### src/rtl/fetch_stage_if.sv
// Bundle between the fetch stage and its surroundings: instruction memory port,
// decode-side redirect/stall controls and the IF/ID register outputs.
interface fetch_stage_if;
  logic [31:0] pc;
  logic [31:0] imem_do;
  logic        stall;
  logic        br_taken;
  logic [31:0] br_target;
  logic        jmp;
  logic [25:0] jmp_index;
  logic        jr;
  logic [31:0] jr_target;
  logic [31:0] id_instr;
  logic [31:0] id_pc4;
  logic        id_valid;
  logic        fault;
  logic [31:0] fault_pc;
  logic [31:0] fetch_count;

  modport master (
    output pc, id_instr, id_pc4, id_valid, fault, fault_pc, fetch_count,
    input  imem_do, stall, br_taken, br_target, jmp, jmp_index, jr, jr_target
  );

  modport slave (
    input  pc, id_instr, id_pc4, id_valid, fault, fault_pc, fetch_count,
    output imem_do, stall, br_taken, br_target, jmp, jmp_index, jr, jr_target
  );
endinterface

### src/rtl/fetch_stage.sv
// MIPS instruction-fetch stage: PC register, redirect handling (jr > jmp > br),
// IF/ID capture with bubbles on redirect, and a sticky fault on illegal fetch addresses.
module fetch_stage #(
  parameter logic [31:0] RESET_PC   = 32'h0000_0000,
  parameter int unsigned IMEM_BYTES = 128
) (
  input  logic      clk,
  input  logic      rst,
  fetch_stage_if.master bus
);

  localparam logic [31:0] PC_MAX = IMEM_BYTES - 4;

  typedef enum logic {RUN, FAULT} state_t;

  state_t      state_q, state_d;
  logic [31:0] pc_q, pc_d;
  logic [31:0] instr_q, instr_d;
  logic [31:0] pc4_q, pc4_d;
  logic        valid_q, valid_d;
  logic        fault_q, fault_d;
  logic [31:0] fault_pc_q, fault_pc_d;
  logic [31:0] count_q, count_d;

  logic        redirect;
  logic [31:0] target;
  logic [31:0] seq_pc;
  logic [31:0] cand;
  logic        illegal;

  always_comb begin
    seq_pc   = pc_q + 32'd4;
    redirect = bus.jr | bus.jmp | bus.br_taken;
    if (bus.jr)
      target = bus.jr_target;
    else if (bus.jmp)
      target = {pc4_q[31:28], bus.jmp_index, 2'b00};
    else
      target = bus.br_target;
    cand    = redirect ? target : seq_pc;
    illegal = (cand[1:0] != 2'b00) || (cand > PC_MAX);
  end

  always_comb begin
    state_d    = state_q;
    pc_d       = pc_q;
    instr_d    = instr_q;
    pc4_d      = pc4_q;
    valid_d    = valid_q;
    fault_d    = fault_q;
    fault_pc_d = fault_pc_q;
    count_d    = count_q;

    unique case (state_q)
      RUN: begin
        if (redirect) begin
          instr_d = '0;
          pc4_d   = '0;
          valid_d = 1'b0;
          if (illegal) begin
            state_d    = FAULT;
            fault_d    = 1'b1;
            fault_pc_d = cand;
          end else begin
            pc_d = cand;
          end
        end else if (!bus.stall) begin
          // The current word is captured even when the next sequential pc faults.
          instr_d = bus.imem_do;
          pc4_d   = seq_pc;
          valid_d = 1'b1;
          count_d = count_q + 32'd1;
          if (illegal) begin
            state_d    = FAULT;
            fault_d    = 1'b1;
            fault_pc_d = cand;
          end else begin
            pc_d = cand;
          end
        end
      end
      FAULT: begin
        instr_d = '0;
        pc4_d   = '0;
        valid_d = 1'b0;
      end
      default: state_d = RUN;
    endcase
  end

  always_ff @(posedge clk) begin
    if (rst) begin
      state_q    <= RUN;
      pc_q       <= RESET_PC;
      instr_q    <= '0;
      pc4_q      <= '0;
      valid_q    <= 1'b0;
      fault_q    <= 1'b0;
      fault_pc_q <= '0;
      count_q    <= '0;
    end else begin
      state_q    <= state_d;
      pc_q       <= pc_d;
      instr_q    <= instr_d;
      pc4_q      <= pc4_d;
      valid_q    <= valid_d;
      fault_q    <= fault_d;
      fault_pc_q <= fault_pc_d;
      count_q    <= count_d;
    end
  end

  assign bus.pc          = pc_q;
  assign bus.id_instr    = instr_q;
  assign bus.id_pc4      = pc4_q;
  assign bus.id_valid    = valid_q;
  assign bus.fault       = fault_q;
  assign bus.fault_pc    = fault_pc_q;
  assign bus.fetch_count = count_q;

endmodule

### src/flat_wrapper.sv
// flat-port wrapper written by rule: the top's interface ports become plain ports
module fetch_stage_flat 
#(
  parameter logic [31:0] RESET_PC   = 32'h0000_0000,
  parameter int unsigned IMEM_BYTES = 128
)
  (clk, rst, bus_pc, bus_id_instr, bus_id_pc4, bus_id_valid, bus_fault, bus_fault_pc, bus_fetch_count, bus_imem_do, bus_stall, bus_br_taken, bus_br_target, bus_jmp, bus_jmp_index, bus_jr, bus_jr_target);
  fetch_stage_if bus_i ();
  input  logic clk;
  input  logic rst;
  output wire logic [$bits(bus_i.pc)-1:0] bus_pc;
  output wire logic [$bits(bus_i.id_instr)-1:0] bus_id_instr;
  output wire logic [$bits(bus_i.id_pc4)-1:0] bus_id_pc4;
  output wire logic [$bits(bus_i.id_valid)-1:0] bus_id_valid;
  output wire logic [$bits(bus_i.fault)-1:0] bus_fault;
  output wire logic [$bits(bus_i.fault_pc)-1:0] bus_fault_pc;
  output wire logic [$bits(bus_i.fetch_count)-1:0] bus_fetch_count;
  input wire logic [$bits(bus_i.imem_do)-1:0] bus_imem_do;
  input wire logic [$bits(bus_i.stall)-1:0] bus_stall;
  input wire logic [$bits(bus_i.br_taken)-1:0] bus_br_taken;
  input wire logic [$bits(bus_i.br_target)-1:0] bus_br_target;
  input wire logic [$bits(bus_i.jmp)-1:0] bus_jmp;
  input wire logic [$bits(bus_i.jmp_index)-1:0] bus_jmp_index;
  input wire logic [$bits(bus_i.jr)-1:0] bus_jr;
  input wire logic [$bits(bus_i.jr_target)-1:0] bus_jr_target;
  assign bus_pc = bus_i.pc;
  assign bus_id_instr = bus_i.id_instr;
  assign bus_id_pc4 = bus_i.id_pc4;
  assign bus_id_valid = bus_i.id_valid;
  assign bus_fault = bus_i.fault;
  assign bus_fault_pc = bus_i.fault_pc;
  assign bus_fetch_count = bus_i.fetch_count;
  assign bus_i.imem_do = bus_imem_do;
  assign bus_i.stall = bus_stall;
  assign bus_i.br_taken = bus_br_taken;
  assign bus_i.br_target = bus_br_target;
  assign bus_i.jmp = bus_jmp;
  assign bus_i.jmp_index = bus_jmp_index;
  assign bus_i.jr = bus_jr;
  assign bus_i.jr_target = bus_jr_target;
  fetch_stage #(.RESET_PC(RESET_PC), .IMEM_BYTES(IMEM_BYTES)) u_core (.clk(clk), .rst(rst), .bus(bus_i));
endmodule
### config.mk
export PLATFORM = sky130hd
export DESIGN_NAME = fetch_stage_flat
export DESIGN_NICKNAME = d
export VERILOG_FILES = /design/src/rtl/fetch_stage_if.sv /design/src/rtl/fetch_stage.sv /design/src/flat_wrapper.sv
export SDC_FILE = /design/constraint.sdc
export NUM_CORES = 1
export LEC_CHECK = 0
export BUFFER_PORTS_ARGS = -buffer_cell sky130_fd_sc_hd__buf_2
export CAP_MARGIN = 15
export CORE_MARGIN = 2
export CORE_UTILIZATION = 29
export CTS_CLUSTER_DIAMETER = 80
export DETAILED_ROUTE_END_ITERATION = 7
export GPL_TIMING_DRIVEN = 0
export PLACE_DENSITY = 0.51
export SLEW_MARGIN = 20
export SYNTH_ARGS = -nofsm -noshare
export SYNTH_HDL_FRONTEND = slang
export SYNTH_SLANG_ARGS = --single-unit
### constraint.sdc
create_clock -name clk -period 4.1 [get_ports clk]
set_input_delay 0.41 -clock clk [delete_from_list [all_inputs] [get_ports clk]]
set_output_delay 0.41 -clock clk [all_outputs]
set_load 0.03 [all_outputs]
==> impl_results.html, run 1 <==
<table>
<tr><th>Metric</th><th>Value</th></tr>
<tr><th colspan="2">GRT</th></tr>
<tr><td>Remaining global-route overflow</td><td>0</td></tr>
<tr><td>Largest net degree at the start of global routing</td><td>17</td></tr>
<tr><td>Vias in the first global route</td><td>7,145</td></tr>
<tr><td>Initial antenna violation count</td><td>3</td></tr>
<tr><td>Wire length of the first global-routing pass</td><td>approximately 44,000 um</td></tr>
<tr><td>GRT Total Usage</td><td>0.207</td></tr>
<tr><th colspan="2">Critical path</th></tr>
<tr><td>Type of element capturing the critical path</td><td>register</td></tr>
<tr><td>Arr. time, crit path</td><td>4.26 ns</td></tr>
<tr><td>Critical path fanouts, max</td><td>10</td></tr>
<tr><td>Ordered list of cells on the worst path</td><td>ha_1, clkbuf_1, and3_1, nand4_1, xnor2_1, a221oi_1, nor3b_1, o2111ai_1, o31ai_1, buf_2, mux2_1</td></tr>
<tr><td>Critical-path cell with the highest stage delay</td><td>sky130_fd_sc_hd__a221oi_1</td></tr>
<tr><td>Required time reported for the critical path endpoint</td><td>4.42 ns</td></tr>
<tr><td>Crit-path max cell delay</td><td>around 0.62 ns</td></tr>
<tr><td>Type of the worst setup path</td><td>reg -&gt; reg</td></tr>
<tr><td>Setup slack on the worst flop-to-flop path</td><td>0.16 ns</td></tr>
<tr><td>Sort of element at the start of the critical path</td><td>register</td></tr>
<tr><th colspan="2">Clock network</th></tr>
<tr><td>Number of hold-repair buffers added at the cts stage</td><td>0</td></tr>
<tr><td>Number of setup buffers added after CTS</td><td>0</td></tr>
<tr><td>Number of instances resized during post-cts repair</td><td>0</td></tr>
<tr><td>Number of H-tree levels</td><td>4</td></tr>
<tr><td>Clock latency reported for the late side of the worst-skew pair</td><td>about 0.44 ns</td></tr>
<tr><td>Root buffer selected by CTS</td><td>sky130_fd_sc_hd__clkbuf_16</td></tr>
<tr><td>Total clock sinks</td><td>~160</td></tr>
<tr><td>CTS max path bufs</td><td>2</td></tr>
<tr><td>Clock slew seen by the registers of the worst setup and hold paths</td><td>0.08 ns</td></tr>
<tr><td>TritonCTS clock tree</td><td>done</td></tr>
<tr><td>Number of buffers inserted during clock tree synthesis</td><td>17</td></tr>
<tr><th colspan="2">Pwr</th></tr>
<tr><td>Total design power</td><td>around 3.7 mW</td></tr>
<tr><td>Sw Ratio</td><td>0.274</td></tr>
<tr><td>Sequential cell fraction of total power</td><td>0.440</td></tr>
<tr><td>Power density over the cells</td><td>367 nW/um^2</td></tr>
<tr><td>Net switching power of the design</td><td>1.01 mW</td></tr>
<tr><td>Comb power frac</td><td>0.109</td></tr>
<tr><td>Static leakage</td><td>4.62 nW</td></tr>
<tr><td>Max VDD drop</td><td>211 uV</td></tr>
<tr><td>Int Power</td><td>roughly 2.7 mW</td></tr>
<tr><td>Clk network pwr share</td><td>0.452</td></tr>
<tr><th colspan="2">Route</th></tr>
<tr><td>1st-iter DRT viols</td><td>522</td></tr>
<tr><td>Via count</td><td>~7.5k</td></tr>
<tr><td>1st-pass router iterations</td><td>7</td></tr>
<tr><td>Average wire per standard cell</td><td>19.3 um</td></tr>
<tr><td>Total DRC errors in the routed layout</td><td>0</td></tr>
<tr><td>Antenna Nets Post-Route</td><td>0</td></tr>
<tr><td>Via density per instance</td><td>4.91</td></tr>
<tr><td>Drt total wl</td><td>29,500 um</td></tr>
<tr><th colspan="2">Job</th></tr>
<tr><td>MaxCap Viol Count</td><td>0</td></tr>
<tr><th colspan="2">Timing</th></tr>
<tr><td>Crit share post-route</td><td>0.962</td></tr>
<tr><td>Number of max-slew violations in the final report</td><td>0</td></tr>
<tr><td>RSZ-0062 raised after global routing</td><td>false</td></tr>
<tr><td>Min Tclk post-route</td><td>~3.9 ns</td></tr>
<tr><td>Hold Violations, Final</td><td>0</td></tr>
<tr><td>Final TNS setup</td><td>0 ns</td></tr>
<tr><td>Worst slack on hold paths</td><td>0.191 ns</td></tr>
<tr><td>Final count of negative-setup-slack endpoints</td><td>0</td></tr>
<tr><td>Slew of the pin with the lowest slew margin</td><td>between 0.9 and 1 ns</td></tr>
<tr><td>Worst Skew</td><td>approximately 0.016 ns</td></tr>
<tr><td>Max-Slew Margin vs Limit</td><td>0.338</td></tr>
<tr><td>Fmax</td><td>254 MHz</td></tr>
<tr><td>Final WS setup</td><td>0.157 ns</td></tr>
<tr><th colspan="2">Synth</th></tr>
<tr><td>Net Count, Synth</td><td>1,004</td></tr>
<tr><td>Sequential area share after synthesis</td><td>0.430</td></tr>
<tr><td>Number of flops mapped to enable cells by yosys</td><td>0</td></tr>
<tr><td>Simple-Gate Fraction of Synth Area</td><td>0.240</td></tr>
<tr><td>Top_reg_cell synth</td><td>sky130_fd_sc_hd__dfxtp_1</td></tr>
<tr><td>Post-Synthesis Cells</td><td>874</td></tr>
<tr><td>XOR/XNOR Fraction of Synth Area</td><td>0.0507</td></tr>
<tr><td>Post-Synthesis Cell Area</td><td>7590 sq um</td></tr>
<tr><td>Largest family of logic cells by synthesized area</td><td>simple AND/OR/NAND/NOR gates</td></tr>
<tr><td>Complex-gate fraction of the synthesized area</td><td>0.128</td></tr>
<tr><td>Adder-cell area share of the yosys netlist</td><td>0.00330</td></tr>
<tr><td>Proportion of synthesized area in mux cells</td><td>0.111</td></tr>
<tr><td>Post-synthesis sequential element count</td><td>~160</td></tr>
<tr><td>Unique cell type count in the Yosys netlist</td><td>60</td></tr>
<tr><td>Yosys Warn Count</td><td>0</td></tr>
<tr><td>Proportion of register bits with asynchronous set or reset after synthesis</td><td>0</td></tr>
<tr><td>Average instance area after synthesis</td><td>8.69 sq um</td></tr>
<tr><th colspan="2">Die</th></tr>
<tr><td>Core area</td><td>25,900 sq um</td></tr>
<tr><td>Initial core utilization</td><td>0.293</td></tr>
<tr><td>Total die area</td><td>27,500 sq um</td></tr>
<tr><td>Number of primary I/O pins</td><td>290</td></tr>
<tr><td>Die span in y</td><td>166 um</td></tr>
<tr><td>Width of the die</td><td>approximately 170 um</td></tr>
<tr><td>Row count</td><td>59</td></tr>
<tr><th colspan="2">Placed design</th></tr>
<tr><td>Weighted congestion reported at the end of routability-driven placement</td><td>around 0.9</td></tr>
<tr><td>DP Area</td><td>9450 sq um</td></tr>
<tr><td>Count of placed standard cells including taps</td><td>1,497</td></tr>
<tr><td>Detailed-placement wirelength estimate</td><td>roughly 23,000 um</td></tr>
<tr><td>Pre-CTS WS</td><td>-0.00515 ns</td></tr>
<tr><td>Count of buffers inserted at the top-level ports</td><td>roughly 290</td></tr>
<tr><th colspan="2">Final layout</th></tr>
<tr><td>Area occupied by multi-input gates</td><td>4050 sq um</td></tr>
<tr><td>Layout Cell Area excl Fill</td><td>10,100 sq um</td></tr>
<tr><td>Net count, final</td><td>between 1k and 1.5k</td></tr>
<tr><td>Share of final-layout standard cells stronger than drive strength 1</td><td>0.297</td></tr>
<tr><td>Share of the core filled with cells in the final layout</td><td>0.388</td></tr>
<tr><td>Register area</td><td>3260 sq um</td></tr>
<tr><td>Area Growth Syn to Fin</td><td>32.4%</td></tr>
<tr><td>Final instance count without filler cells</td><td>approximately 1.5k</td></tr>
<tr><td>Number of filler instances in the final layout</td><td>2,734</td></tr>
<tr><th colspan="2">Hold path</th></tr>
<tr><td>Hold/Removal Path Class</td><td>in -&gt; reg</td></tr>
<tr><th colspan="2">Status</th></tr>
<tr><td>Run status</td><td>finished, final reports clean</td></tr>
</table>
final timing paths:
| path | start | end | cells after the start |
|---|---|---|---|
| hold reg to reg | u_core.bus.id_pc4[21] | u_core.bus.id_pc4[21] | 2 |
| setup reg to reg | u_core.bus.pc[2] | u_core.bus.fault_pc[22] | 11 |
| setup / recovery | u_core.bus.pc[2] | u_core.bus.fault_pc[22] | 11 |
| hold / removal | bus_imem_do[15] | u_core.bus.id_instr[15] | 3 |
power groups by stage:
stage	sequential [mW]	clock (mW)	combinational, mW
2_1_floorplan	1.70	0	0.183
3_3_place_gp	1.66	0	0.397
3_5_place_dp	1.66	0	0.398
4_1_cts	1.62	1.70	0.399
5_1_grt	1.62	1.76	0.429
6_report	1.62	1.67	0.400
critical path: cells and delay by family, from the launching register on:
family                     cells  cell delay [ns]
buffers and inverters          2             0.69
xor gates and xnor gates       1             0.23
muxes                          1             0.34
AOI/OAI and AO/OA              3             1.20
and+or+nand+nor                3             0.70
adders and majority gates      1             0.19
DFF                            1             0.46
synth_stat cells, types with 3 or more instances:
master                     number  area share
sky130_fd_sc_hd__a211oi_1       3      0.0030
sky130_fd_sc_hd__a21oi_1       51       0.034
sky130_fd_sc_hd__a221oi_1       3      0.0035
sky130_fd_sc_hd__a22oi_1       26       0.026
sky130_fd_sc_hd__a31o_2         7      0.0081
sky130_fd_sc_hd__and2_1        29       0.024
sky130_fd_sc_hd__and3_1        11      0.0091
sky130_fd_sc_hd__and4_1         7      0.0081
sky130_fd_sc_hd__buf_1         13      0.0064
sky130_fd_sc_hd__buf_2          9      0.0059
sky130_fd_sc_hd__clkbuf_1      31       0.015
sky130_fd_sc_hd__dfxtp_1      163        0.43
sky130_fd_sc_hd__inv_1          9      0.0044
sky130_fd_sc_hd__mux2_1         5      0.0074
sky130_fd_sc_hd__mux2_2         6      0.0089
sky130_fd_sc_hd__mux2i_1       70       0.092
sky130_fd_sc_hd__nand2_1       66       0.033
sky130_fd_sc_hd__nand2b_1      24       0.020
sky130_fd_sc_hd__nand3_1       18       0.012
sky130_fd_sc_hd__nand4_1       17       0.014
sky130_fd_sc_hd__nor2_1       139       0.069
sky130_fd_sc_hd__nor2b_1       13       0.011
sky130_fd_sc_hd__nor3_1        12      0.0079
sky130_fd_sc_hd__nor4_1         9      0.0074
sky130_fd_sc_hd__o21a_1         3      0.0030
sky130_fd_sc_hd__o21ai_0       20       0.013
sky130_fd_sc_hd__o221ai_1       5      0.0058
sky130_fd_sc_hd__o22ai_1        5      0.0041
sky130_fd_sc_hd__o31ai_1        4      0.0040
sky130_fd_sc_hd__or3_1         15       0.012
sky130_fd_sc_hd__or4_1          5      0.0049
sky130_fd_sc_hd__xnor2_1       17       0.020
sky130_fd_sc_hd__xor2_1        27       0.031
sequential cells by signal, indices dropped and copies added, names as in the netlist:
signal / cells
u_core.bus.id_instr: 32
u_core.bus.fetch_count: 32
u_core.bus.pc: 32
u_core.bus.fault: 1
u_core.state_q: 1
u_core.bus.id_pc4: 32
u_core.bus.id_valid: 1
u_core.bus.fault_pc: 32
cell type report:
| cell class | instances | share of cell area |
|---|---|---|
| antenna | 2 | 0.000498 |
| buffer | 57 | 0.0244 |
| clock buffer | 18 | 0.0427 |
| clock inverter | 14 | 0.0168 |
| inverter | 10 | 0.00373 |
| multi-input combinational | 644 | 0.402 |
| sequential | 163 | 0.324 |
| tap | 335 | 0.0417 |
| timing repair buffer | 288 | 0.143 |
logic make-up (layout without fill, tap and decap cells):
logic type                 count (synthesis)  after routing
DFF                                      163            163
adders and majority gates                  2              2
AOI/OAI and AO/OA                        145            145
and+or+nand+nor                          371            371
xor gates and xnor gates                  44             44
other                                      0              2
buffers and inverters                     67            387
muxes                                     82             82
cell usage in the layout (no fill, tap or decap), types with 3 or more instances in the layout:
master,count
sky130_fd_sc_hd__o22ai_1,5
sky130_fd_sc_hd__or4_1,5
sky130_fd_sc_hd__o31ai_1,4
sky130_fd_sc_hd__a211oi_1,3
sky130_fd_sc_hd__clkinv_4,3
sky130_fd_sc_hd__clkbuf_16,17
sky130_fd_sc_hd__buf_1,13
sky130_fd_sc_hd__nor2_1,139
sky130_fd_sc_hd__xnor2_1,17
sky130_fd_sc_hd__inv_1,9
sky130_fd_sc_hd__o221ai_1,5
sky130_fd_sc_hd__and3_1,11
sky130_fd_sc_hd__mux2_1,5
sky130_fd_sc_hd__clkinvlp_4,3
sky130_fd_sc_hd__nand4_1,17
sky130_fd_sc_hd__nor2b_1,13
sky130_fd_sc_hd__nand3_1,18
sky130_fd_sc_hd__mux2i_1,70
sky130_fd_sc_hd__xor2_1,27
sky130_fd_sc_hd__o21a_1,3
sky130_fd_sc_hd__inv_8,3
sky130_fd_sc_hd__a22oi_1,26
sky130_fd_sc_hd__o21ai_0,20
sky130_fd_sc_hd__dfxtp_1,163
sky130_fd_sc_hd__inv_6,3
sky130_fd_sc_hd__buf_2,297
sky130_fd_sc_hd__nand2_1,66
sky130_fd_sc_hd__clkbuf_1,32
sky130_fd_sc_hd__a31o_2,7
sky130_fd_sc_hd__and4_1,7
sky130_fd_sc_hd__nor4_1,9
sky130_fd_sc_hd__nor3_1,12
sky130_fd_sc_hd__and2_1,29
sky130_fd_sc_hd__a221oi_1,3
sky130_fd_sc_hd__mux2_2,6
sky130_fd_sc_hd__nand2b_1,24
sky130_fd_sc_hd__a21oi_1,51
sky130_fd_sc_hd__or3_1,15
routing by layer:
| layer | vias up | wire length (um) | part of all wire | GRT usage |
|---|---|---|---|---|
| li1 | 3683 | - | - | - |
| met1 | 3499 | 12900 | 0.44 | 0.267 |
| met2 | 300 | 13600 | 0.46 | 0.334 |
| met3 | 30 | 2510 | 0.085 | 0.0689 |
| met4 | 2 | 469 | 0.016 | 0.0556 |
| met5 | - | 13 | 0.00044 | 0 |
(Power assumes the default switching activity.)
==> run 2: changes to the inputs <==
- clock period: 4.1 -> 4 ns (I/O delays scaled with it)
==> impl_results.html, run 2 (synthesis results as in run 1) <==
<table>
<tr><th>Metric</th><th>Value</th></tr>
<tr><th colspan="2">Status</th></tr>
<tr><td>Run status</td><td>finished, final reports clean</td></tr>
<tr><th colspan="2">GRT</th></tr>
<tr><td>Initial antenna violation count</td><td>3</td></tr>
<tr><td>Vias in the first global route</td><td>between 7k and 8k</td></tr>
<tr><td>GRT Total Usage</td><td>0.207</td></tr>
<tr><td>Remaining global-route overflow</td><td>0</td></tr>
<tr><td>Wire length of the first global-routing pass</td><td>43,700 um</td></tr>
<tr><td>Largest net degree at the start of global routing</td><td>17</td></tr>
<tr><th colspan="2">Critical path</th></tr>
<tr><td>Crit-path max cell delay</td><td>0.62 ns</td></tr>
<tr><td>Instance count on the critical path</td><td>10</td></tr>
<tr><td>Setup slack on the worst flop-to-flop path</td><td>0.19 ns</td></tr>
<tr><td>Arr. time, crit path</td><td>4.13 ns</td></tr>
<tr><td>Type of the worst setup path</td><td>reg -&gt; reg</td></tr>
<tr><td>Critical path fanouts, max</td><td>10</td></tr>
<tr><td>Sort of element at the start of the critical path</td><td>register</td></tr>
<tr><td>Cell class contributing the biggest share of worst-path delay</td><td>simple AND/OR/NAND/NOR gates</td></tr>
<tr><td>R2R depth</td><td>10</td></tr>
<tr><td>Required time reported for the critical path endpoint</td><td>4.32 ns</td></tr>
<tr><td>Type of element capturing the critical path</td><td>register</td></tr>
<tr><td>Endpoint of the worst-slack reg-to-reg timing path</td><td>u_core.bus.fault_pc[22]</td></tr>
<tr><td>Source of the worst register-to-register timing path</td><td>u_core.bus.pc[11]</td></tr>
<tr><td>Critical-path cell with the highest stage delay</td><td>sky130_fd_sc_hd__or4_1</td></tr>
<tr><td>Ordered list of cells on the worst path</td><td>and3_1, clkbuf_1, nand4_2, nor3_1, xnor2_1, o221ai_1, or4_1, o31ai_1, buf_2, mux2_1</td></tr>
<tr><td>Count of buffer and inverter cells on the critical path</td><td>2</td></tr>
<tr><th colspan="2">Pwr</th></tr>
<tr><td>Int Power</td><td>about 2.7 mW</td></tr>
<tr><td>Sequential cell fraction of total power</td><td>0.439</td></tr>
<tr><td>Total design power</td><td>between 3 and 4 mW</td></tr>
<tr><td>Static leakage</td><td>4.62 nW</td></tr>
<tr><td>Sw Ratio</td><td>0.274</td></tr>
<tr><td>Power density over the cells</td><td>376 nW/um^2</td></tr>
<tr><td>Clk network pwr share</td><td>0.452</td></tr>
<tr><td>Max VDD drop</td><td>217 uV</td></tr>
<tr><td>Net switching power of the design</td><td>1.04 mW</td></tr>
<tr><td>Comb power frac</td><td>0.109</td></tr>
<tr><th colspan="2">Route</th></tr>
<tr><td>1st-pass router iterations</td><td>5</td></tr>
<tr><td>Antenna Nets Post-Route</td><td>0</td></tr>
<tr><td>1st-iter DRT viols</td><td>approximately 510</td></tr>
<tr><td>Total DRC errors in the routed layout</td><td>0</td></tr>
<tr><td>Drt total wl</td><td>29,400 um</td></tr>
<tr><td>Via count</td><td>7,505</td></tr>
<tr><td>Via density per instance</td><td>around 4.9</td></tr>
<tr><td>Average wire per standard cell</td><td>19.2 um</td></tr>
<tr><th colspan="2">Clock network</th></tr>
<tr><td>Number of buffers inserted during clock tree synthesis</td><td>17</td></tr>
<tr><td>TritonCTS clock tree</td><td>done</td></tr>
<tr><td>Total clock sinks</td><td>163</td></tr>
<tr><td>Root buffer selected by CTS</td><td>sky130_fd_sc_hd__clkbuf_16</td></tr>
<tr><td>Number of H-tree levels</td><td>4</td></tr>
<tr><td>CTS max path bufs</td><td>2</td></tr>
<tr><td>Number of instances resized during post-cts repair</td><td>0</td></tr>
<tr><td>Clock latency reported for the late side of the worst-skew pair</td><td>around 0.44 ns</td></tr>
<tr><td>Number of setup buffers added after CTS</td><td>0</td></tr>
<tr><td>Number of hold-repair buffers added at the cts stage</td><td>0</td></tr>
<tr><td>Clock slew seen by the registers of the worst setup and hold paths</td><td>roughly 0.080 ns</td></tr>
<tr><th colspan="2">Timing</th></tr>
<tr><td>Final count of negative-setup-slack endpoints</td><td>0</td></tr>
<tr><td>Min Tclk post-route</td><td>3.81 ns</td></tr>
<tr><td>Number of max-slew violations in the final report</td><td>0</td></tr>
<tr><td>Final WS setup</td><td>0.193 ns</td></tr>
<tr><td>Hold Violations, Final</td><td>0</td></tr>
<tr><td>RSZ-0062 raised after global routing</td><td>false</td></tr>
<tr><td>Slew of the pin with the lowest slew margin</td><td>0.948 ns</td></tr>
<tr><td>Worst Skew</td><td>0.0162 ns</td></tr>
<tr><td>Fmax</td><td>263 MHz</td></tr>
<tr><td>Max-Slew Margin vs Limit</td><td>0.363</td></tr>
<tr><td>Crit share post-route</td><td>0.952</td></tr>
<tr><th colspan="2">Placed design</th></tr>
<tr><td>Count of buffers inserted at the top-level ports</td><td>around 290</td></tr>
<tr><td>Detailed-placement wirelength estimate</td><td>around 23,000 um</td></tr>
<tr><td>DP Area</td><td>about 9500 sq um</td></tr>
<tr><td>Weighted congestion reported at the end of routability-driven placement</td><td>0.899</td></tr>
<tr><td>Pre-CTS WS</td><td>-0.0952 ns</td></tr>
<tr><th colspan="2">Final layout</th></tr>
<tr><td>Share of final-layout standard cells stronger than drive strength 1</td><td>0.299</td></tr>
<tr><td>Layout Cell Area excl Fill</td><td>10,100 sq um</td></tr>
<tr><td>Commonest cells after routing, fill and taps aside</td><td>sky130_fd_sc_hd__buf_2 (297), sky130_fd_sc_hd__dfxtp_1 (163), sky130_fd_sc_hd__nor2_1 (139)</td></tr>
<tr><td>Share of the core filled with cells in the final layout</td><td>0.388</td></tr>
<tr><td>Area Growth Syn to Fin</td><td>32.4%</td></tr>
<tr><td>Most common library cell in the layout ignoring fill and taps</td><td>sky130_fd_sc_hd__buf_2</td></tr>
<tr><td>Number of filler instances in the final layout</td><td>roughly 2.7k</td></tr>
<tr><td>Net count, final</td><td>1,309</td></tr>
<tr><th colspan="2">Hold path</th></tr>
<tr><td>Hold/Removal Path Class</td><td>in -&gt; reg</td></tr>
<tr><td>Number of cells on the worst hold path</td><td>3</td></tr>
<tr><td>Hold path start</td><td>bus_imem_do[15]</td></tr>
<tr><td>Endpoint, Worst Hold</td><td>u_core.bus.id_instr[15]</td></tr>
<tr><th colspan="2">Die</th></tr>
<tr><td>Total die area</td><td>27,500 sq um</td></tr>
<tr><td>Number of primary I/O pins</td><td>290</td></tr>
<tr><td>Core area</td><td>25,900 sq um</td></tr>
<tr><td>Initial core utilization</td><td>0.293</td></tr>
<tr><td>Width of the die</td><td>166 um</td></tr>
<tr><td>Row count</td><td>between 50 and 60</td></tr>
<tr><td>Die span in y</td><td>166 um</td></tr>
<tr><th colspan="2">Job</th></tr>
<tr><td>MaxCap Viol Count</td><td>0</td></tr>
</table>
## run 2: cell types whose count changed in the layout (fill, tap and decap cells not counted), sizes merged
cell and delta:
buf -1, clkbuf -1
## run 2: how the worst max path moves through the flow
stage                      start                 endpoint  slack, ns
4_1_cts         u_core.bus.pc[2]  u_core.bus.fault_pc[22]       0.21
5_1_grt         u_core.bus.pc[4]  u_core.bus.fault_pc[24]       0.03
6_report       u_core.bus.pc[11]  u_core.bus.fault_pc[22]       0.19
3_5_place_dp             bus_jmp  u_core.bus.fault_pc[22]       -0.1
3_3_place_gp             bus_jmp  u_core.bus.fault_pc[22]       -0.1
2_1_floorplan   u_core.bus.pc[2]  u_core.bus.fault_pc[18]       0.70
## run 2: cell type report
| cell class | instances | area, sq um | share of cell area |
|---|---|---|---|
| Clock inverter | 14 | 169 | 0.0168 |
| Tap cell | 335 | 419 | 0.0417 |
| Antenna cell | 2 | 5.00 | 0.000498 |
| Timing Repair Buffer | 288 | 1440 | 0.143 |
| Multi-Input combinational cell | 644 | 4050 | 0.403 |
| Inverter | 10 | 37.5 | 0.00373 |
| Buffer | 55 | 238 | 0.0236 |
| Sequential cell | 163 | 3260 | 0.324 |
| Clock buffer | 18 | 429 | 0.0427 |
## run 2: metal layers
metal | track usage | up-vias | part of all wire
met3 | 0.0689 | 31 | 0.085
met2 | 0.334 | 309 | 0.46
li1 | - | 3680 | -
met5 | 0 | - | 0.00044
met4 | 0.0556 | 2 | 0.016
met1 | 0.267 | 3483 | 0.44
## run 2: per-stage QoR
step | TNS (ns) | instances | hold slack (ns)
2_1_floorplan | 0 | 874 | 0.544
3_3_place_gp | -2.08 | 1497 | 0.433
3_5_place_dp | -1.75 | 1497 | 0.446
4_1_cts | 0 | 1529 | 0.167
5_1_grt | 0 | 1528 | 0.185
6_report | 0 | 1529 | 0.183
## run 2: power by group through the flow
stage | registers [mW] | logic, mW | clock network, mW
after global routing | 1.66 | 0.440 | 1.80
after floorplan | 1.75 | 0.188 | 0
after global placement | 1.70 | 0.407 | 0
after CTS | 1.66 | 0.409 | 1.74
after detailed placement | 1.70 | 0.408 | 0
final | 1.66 | 0.411 | 1.71
## run 2: worst min-delay path: stages
cell and delay, ns:
sky130_fd_sc_hd__buf_2 0.07, sky130_fd_sc_hd__mux2i_1 0.05, sky130_fd_sc_hd__nor2_1 0.07
==> run 3: changes to the inputs <==
- CORE_ASPECT_RATIO: not set -> 1.4
- clock period: 4 -> 4.5 ns (I/O delays scaled with it)
==> impl_results.html, run 3 (synthesis results as in run 1) <==
<table>
<tr><th>Metric</th><th>Value</th></tr>
<tr><th colspan="2">Route</th></tr>
<tr><td>Via density per instance</td><td>4.92</td></tr>
<tr><td>Antenna Nets Post-Route</td><td>0</td></tr>
<tr><td>Via count</td><td>7,459</td></tr>
<tr><td>Drt total wl</td><td>29,800 um</td></tr>
<tr><td>1st-iter DRT viols</td><td>about 380</td></tr>
<tr><td>1st-pass router iterations</td><td>7</td></tr>
<tr><td>Total DRC errors in the routed layout</td><td>0</td></tr>
<tr><td>Average wire per standard cell</td><td>around 20 um</td></tr>
<tr><th colspan="2">Die</th></tr>
<tr><td>Row count</td><td>70</td></tr>
<tr><td>Number of primary I/O pins</td><td>290</td></tr>
<tr><td>Core area</td><td>25,900 sq um</td></tr>
<tr><td>Total die area</td><td>around 28,000 sq um</td></tr>
<tr><td>Die span in y</td><td>195 um</td></tr>
<tr><td>Initial core utilization</td><td>0.293</td></tr>
<tr><td>Width of the die</td><td>141 um</td></tr>
<tr><th colspan="2">Critical path</th></tr>
<tr><td>Type of the worst setup path</td><td>reg -&gt; reg</td></tr>
<tr><td>Arr. time, crit path</td><td>4.24 ns</td></tr>
<tr><td>Sort of element at the start of the critical path</td><td>register</td></tr>
<tr><td>Required time reported for the critical path endpoint</td><td>4.81 ns</td></tr>
<tr><td>Type of element capturing the critical path</td><td>register</td></tr>
<tr><td>Critical path fanouts, max</td><td>10</td></tr>
<tr><th colspan="2">Placed design</th></tr>
<tr><td>Detailed-placement wirelength estimate</td><td>24,000 um</td></tr>
<tr><td>Count of buffers inserted at the top-level ports</td><td>288</td></tr>
<tr><td>Weighted congestion reported at the end of routability-driven placement</td><td>approximately 0.90</td></tr>
<tr><th colspan="2">GRT</th></tr>
<tr><td>Largest net degree at the start of global routing</td><td>17</td></tr>
<tr><td>Wire length of the first global-routing pass</td><td>roughly 44,000 um</td></tr>
<tr><td>GRT Total Usage</td><td>0.213</td></tr>
<tr><td>Vias in the first global route</td><td>7,192</td></tr>
<tr><td>Initial antenna violation count</td><td>0</td></tr>
<tr><td>Remaining global-route overflow</td><td>0</td></tr>
<tr><th colspan="2">Clock network</th></tr>
<tr><td>Number of hold-repair buffers added at the cts stage</td><td>0</td></tr>
<tr><td>Number of setup buffers added after CTS</td><td>0</td></tr>
<tr><td>Number of buffers inserted during clock tree synthesis</td><td>17</td></tr>
<tr><td>CTS max path bufs</td><td>2</td></tr>
<tr><td>Number of instances resized during post-cts repair</td><td>0</td></tr>
<tr><td>Number of H-tree levels</td><td>4</td></tr>
<tr><td>Root buffer selected by CTS</td><td>sky130_fd_sc_hd__clkbuf_16</td></tr>
<tr><td>Clock latency reported for the late side of the worst-skew pair</td><td>0.43 ns</td></tr>
<tr><td>Clock slew seen by the registers of the worst setup and hold paths</td><td>0.07 ns</td></tr>
<tr><td>Total clock sinks</td><td>163</td></tr>
<tr><td>TritonCTS clock tree</td><td>done</td></tr>
<tr><th colspan="2">Pwr</th></tr>
<tr><td>Max VDD drop</td><td>roughly 270 uV</td></tr>
<tr><td>Total design power</td><td>3.40 mW</td></tr>
<tr><td>Power density over the cells</td><td>338 nW/um^2</td></tr>
<tr><td>Static leakage</td><td>between 4 and 5 nW</td></tr>
<tr><th colspan="2">Timing</th></tr>
<tr><td>Crit share post-route</td><td>0.873</td></tr>
<tr><td>Min Tclk post-route</td><td>3.93 ns</td></tr>
<tr><td>Final count of negative-setup-slack endpoints</td><td>0</td></tr>
<tr><td>Number of max-slew violations in the final report</td><td>0</td></tr>
<tr><td>Fmax</td><td>255 MHz</td></tr>
<tr><td>Max-Slew Margin vs Limit</td><td>0.362</td></tr>
<tr><td>Worst Skew</td><td>0.0142 ns</td></tr>
<tr><td>RSZ-0062 raised after global routing</td><td>false</td></tr>
<tr><td>Slew of the pin with the lowest slew margin</td><td>0.957 ns</td></tr>
<tr><td>Final TNS setup</td><td>0 ns</td></tr>
<tr><td>Hold Violations, Final</td><td>0</td></tr>
<tr><th colspan="2">Final layout</th></tr>
<tr><td>Number of inserted diodes</td><td>0</td></tr>
<tr><td>Area Growth Syn to Fin</td><td>32.5%</td></tr>
<tr><td>Most common library cell in the layout ignoring fill and taps</td><td>sky130_fd_sc_hd__buf_2</td></tr>
<tr><td>Number of filler instances in the final layout</td><td>around 2.7k</td></tr>
<tr><td>Share of final-layout standard cells stronger than drive strength 1</td><td>0.297</td></tr>
<tr><td>Commonest cells after routing, fill and taps aside</td><td>sky130_fd_sc_hd__buf_2 (297), sky130_fd_sc_hd__dfxtp_1 (163), sky130_fd_sc_hd__nor2_1 (139)</td></tr>
<tr><td>Net count, final</td><td>1,311</td></tr>
<tr><th colspan="2">Status</th></tr>
<tr><td>Run status</td><td>finished, final reports clean</td></tr>
<tr><th colspan="2">Job</th></tr>
<tr><td>MaxCap Viol Count</td><td>0</td></tr>
<tr><th colspan="2">Hold path</th></tr>
<tr><td>Hold/Removal Path Class</td><td>in -&gt; reg</td></tr>
</table>
## run 3: cell types whose count changed in the layout (fill, tap and decap cells not counted), sizes merged
| cell | before | now |
|---|---|---|
| buf | 312 | 313 |
| diode | 2 | 0 |
| clkbuf | 49 | 53 |
| inv | 16 | 12 |
| clkinv | 3 | 5 |
| bufinv | 2 | 3 |
| clkinvlp | 3 | 0 |
## run 3: power by group
group	leakage [nW]	switching (mW)	internal [mW]
combinational	3.02	0.235	0.138
clock	0.307	0.627	0.923
sequential	1.32	0.0116	1.47
total	4.64	0.874	2.53
## run 3: cell type report
class	instances	area, sq um	area share
plain buffers	57	245	0.0244
clock buffers	21	470	0.0468
clock inverters	10	149	0.0148
inverters	10	37.5	0.00373
multi-input cells	644	4050	0.402
flip-flops and latches	163	3260	0.324
well taps	324	405	0.0403
repair buffers	288	1440	0.143
## run 3: metal layers
metal | global-route usage | share of wire | routed length (um)
met3 | 0.0488 | 0.059 | 1770
met5 | 0 | 0 | 0
met1 | 0.258 | 0.42 | 12400
met4 | 0.0881 | 0.031 | 914
met2 | 0.361 | 0.49 | 14700
## run 3: worst paths after layout
path,startpoint,end,slack [ns],cells past startpoint
setup reg to reg,u_core.bus.pc[2],u_core.bus.fault_pc[5],0.57,11
setup / recovery,u_core.bus.pc[2],u_core.bus.fault_pc[5],0.57,11
hold / removal,bus_imem_do[10],u_core.bus.id_instr[10],0.25,3
hold reg to reg,u_core.bus.id_valid,u_core.bus.id_valid,0.45,2
## run 3: critical path, cell delays in order (launching register included)
cell                       delay, ns
sky130_fd_sc_hd__dfxtp_1        0.47
sky130_fd_sc_hd__ha_1           0.19
sky130_fd_sc_hd__clkbuf_1       0.39
sky130_fd_sc_hd__nand3_1        0.16
sky130_fd_sc_hd__nor2_1         0.30
sky130_fd_sc_hd__xnor2_1        0.27
sky130_fd_sc_hd__a21oi_1        0.22
sky130_fd_sc_hd__a2111o_1       0.43
sky130_fd_sc_hd__or4_1          0.48
sky130_fd_sc_hd__o31ai_1        0.28
sky130_fd_sc_hd__buf_2          0.29
sky130_fd_sc_hd__mux2_1         0.34
## run 3: per-stage QoR
| step | std cells | hold WS (ns) | instance area, sq um | util | setup WS (ns) |
|---|---|---|---|---|---|
| after global routing | 1517 | 0.227 | 10100 | 0.388 | 0.359 |
| after detailed placement | 1486 | 0.444 | 9440 | 0.364 | 0.200 |
| final | 1517 | 0.247 | 10100 | 0.388 | 0.573 |
| after CTS | 1517 | 0.226 | 10100 | 0.388 | 0.629 |
| after floorplan | 874 | 0.571 | 7590 | - | 1.20 |
| after global placement | 1486 | 0.432 | 9440 | 0.364 | 0.267 |
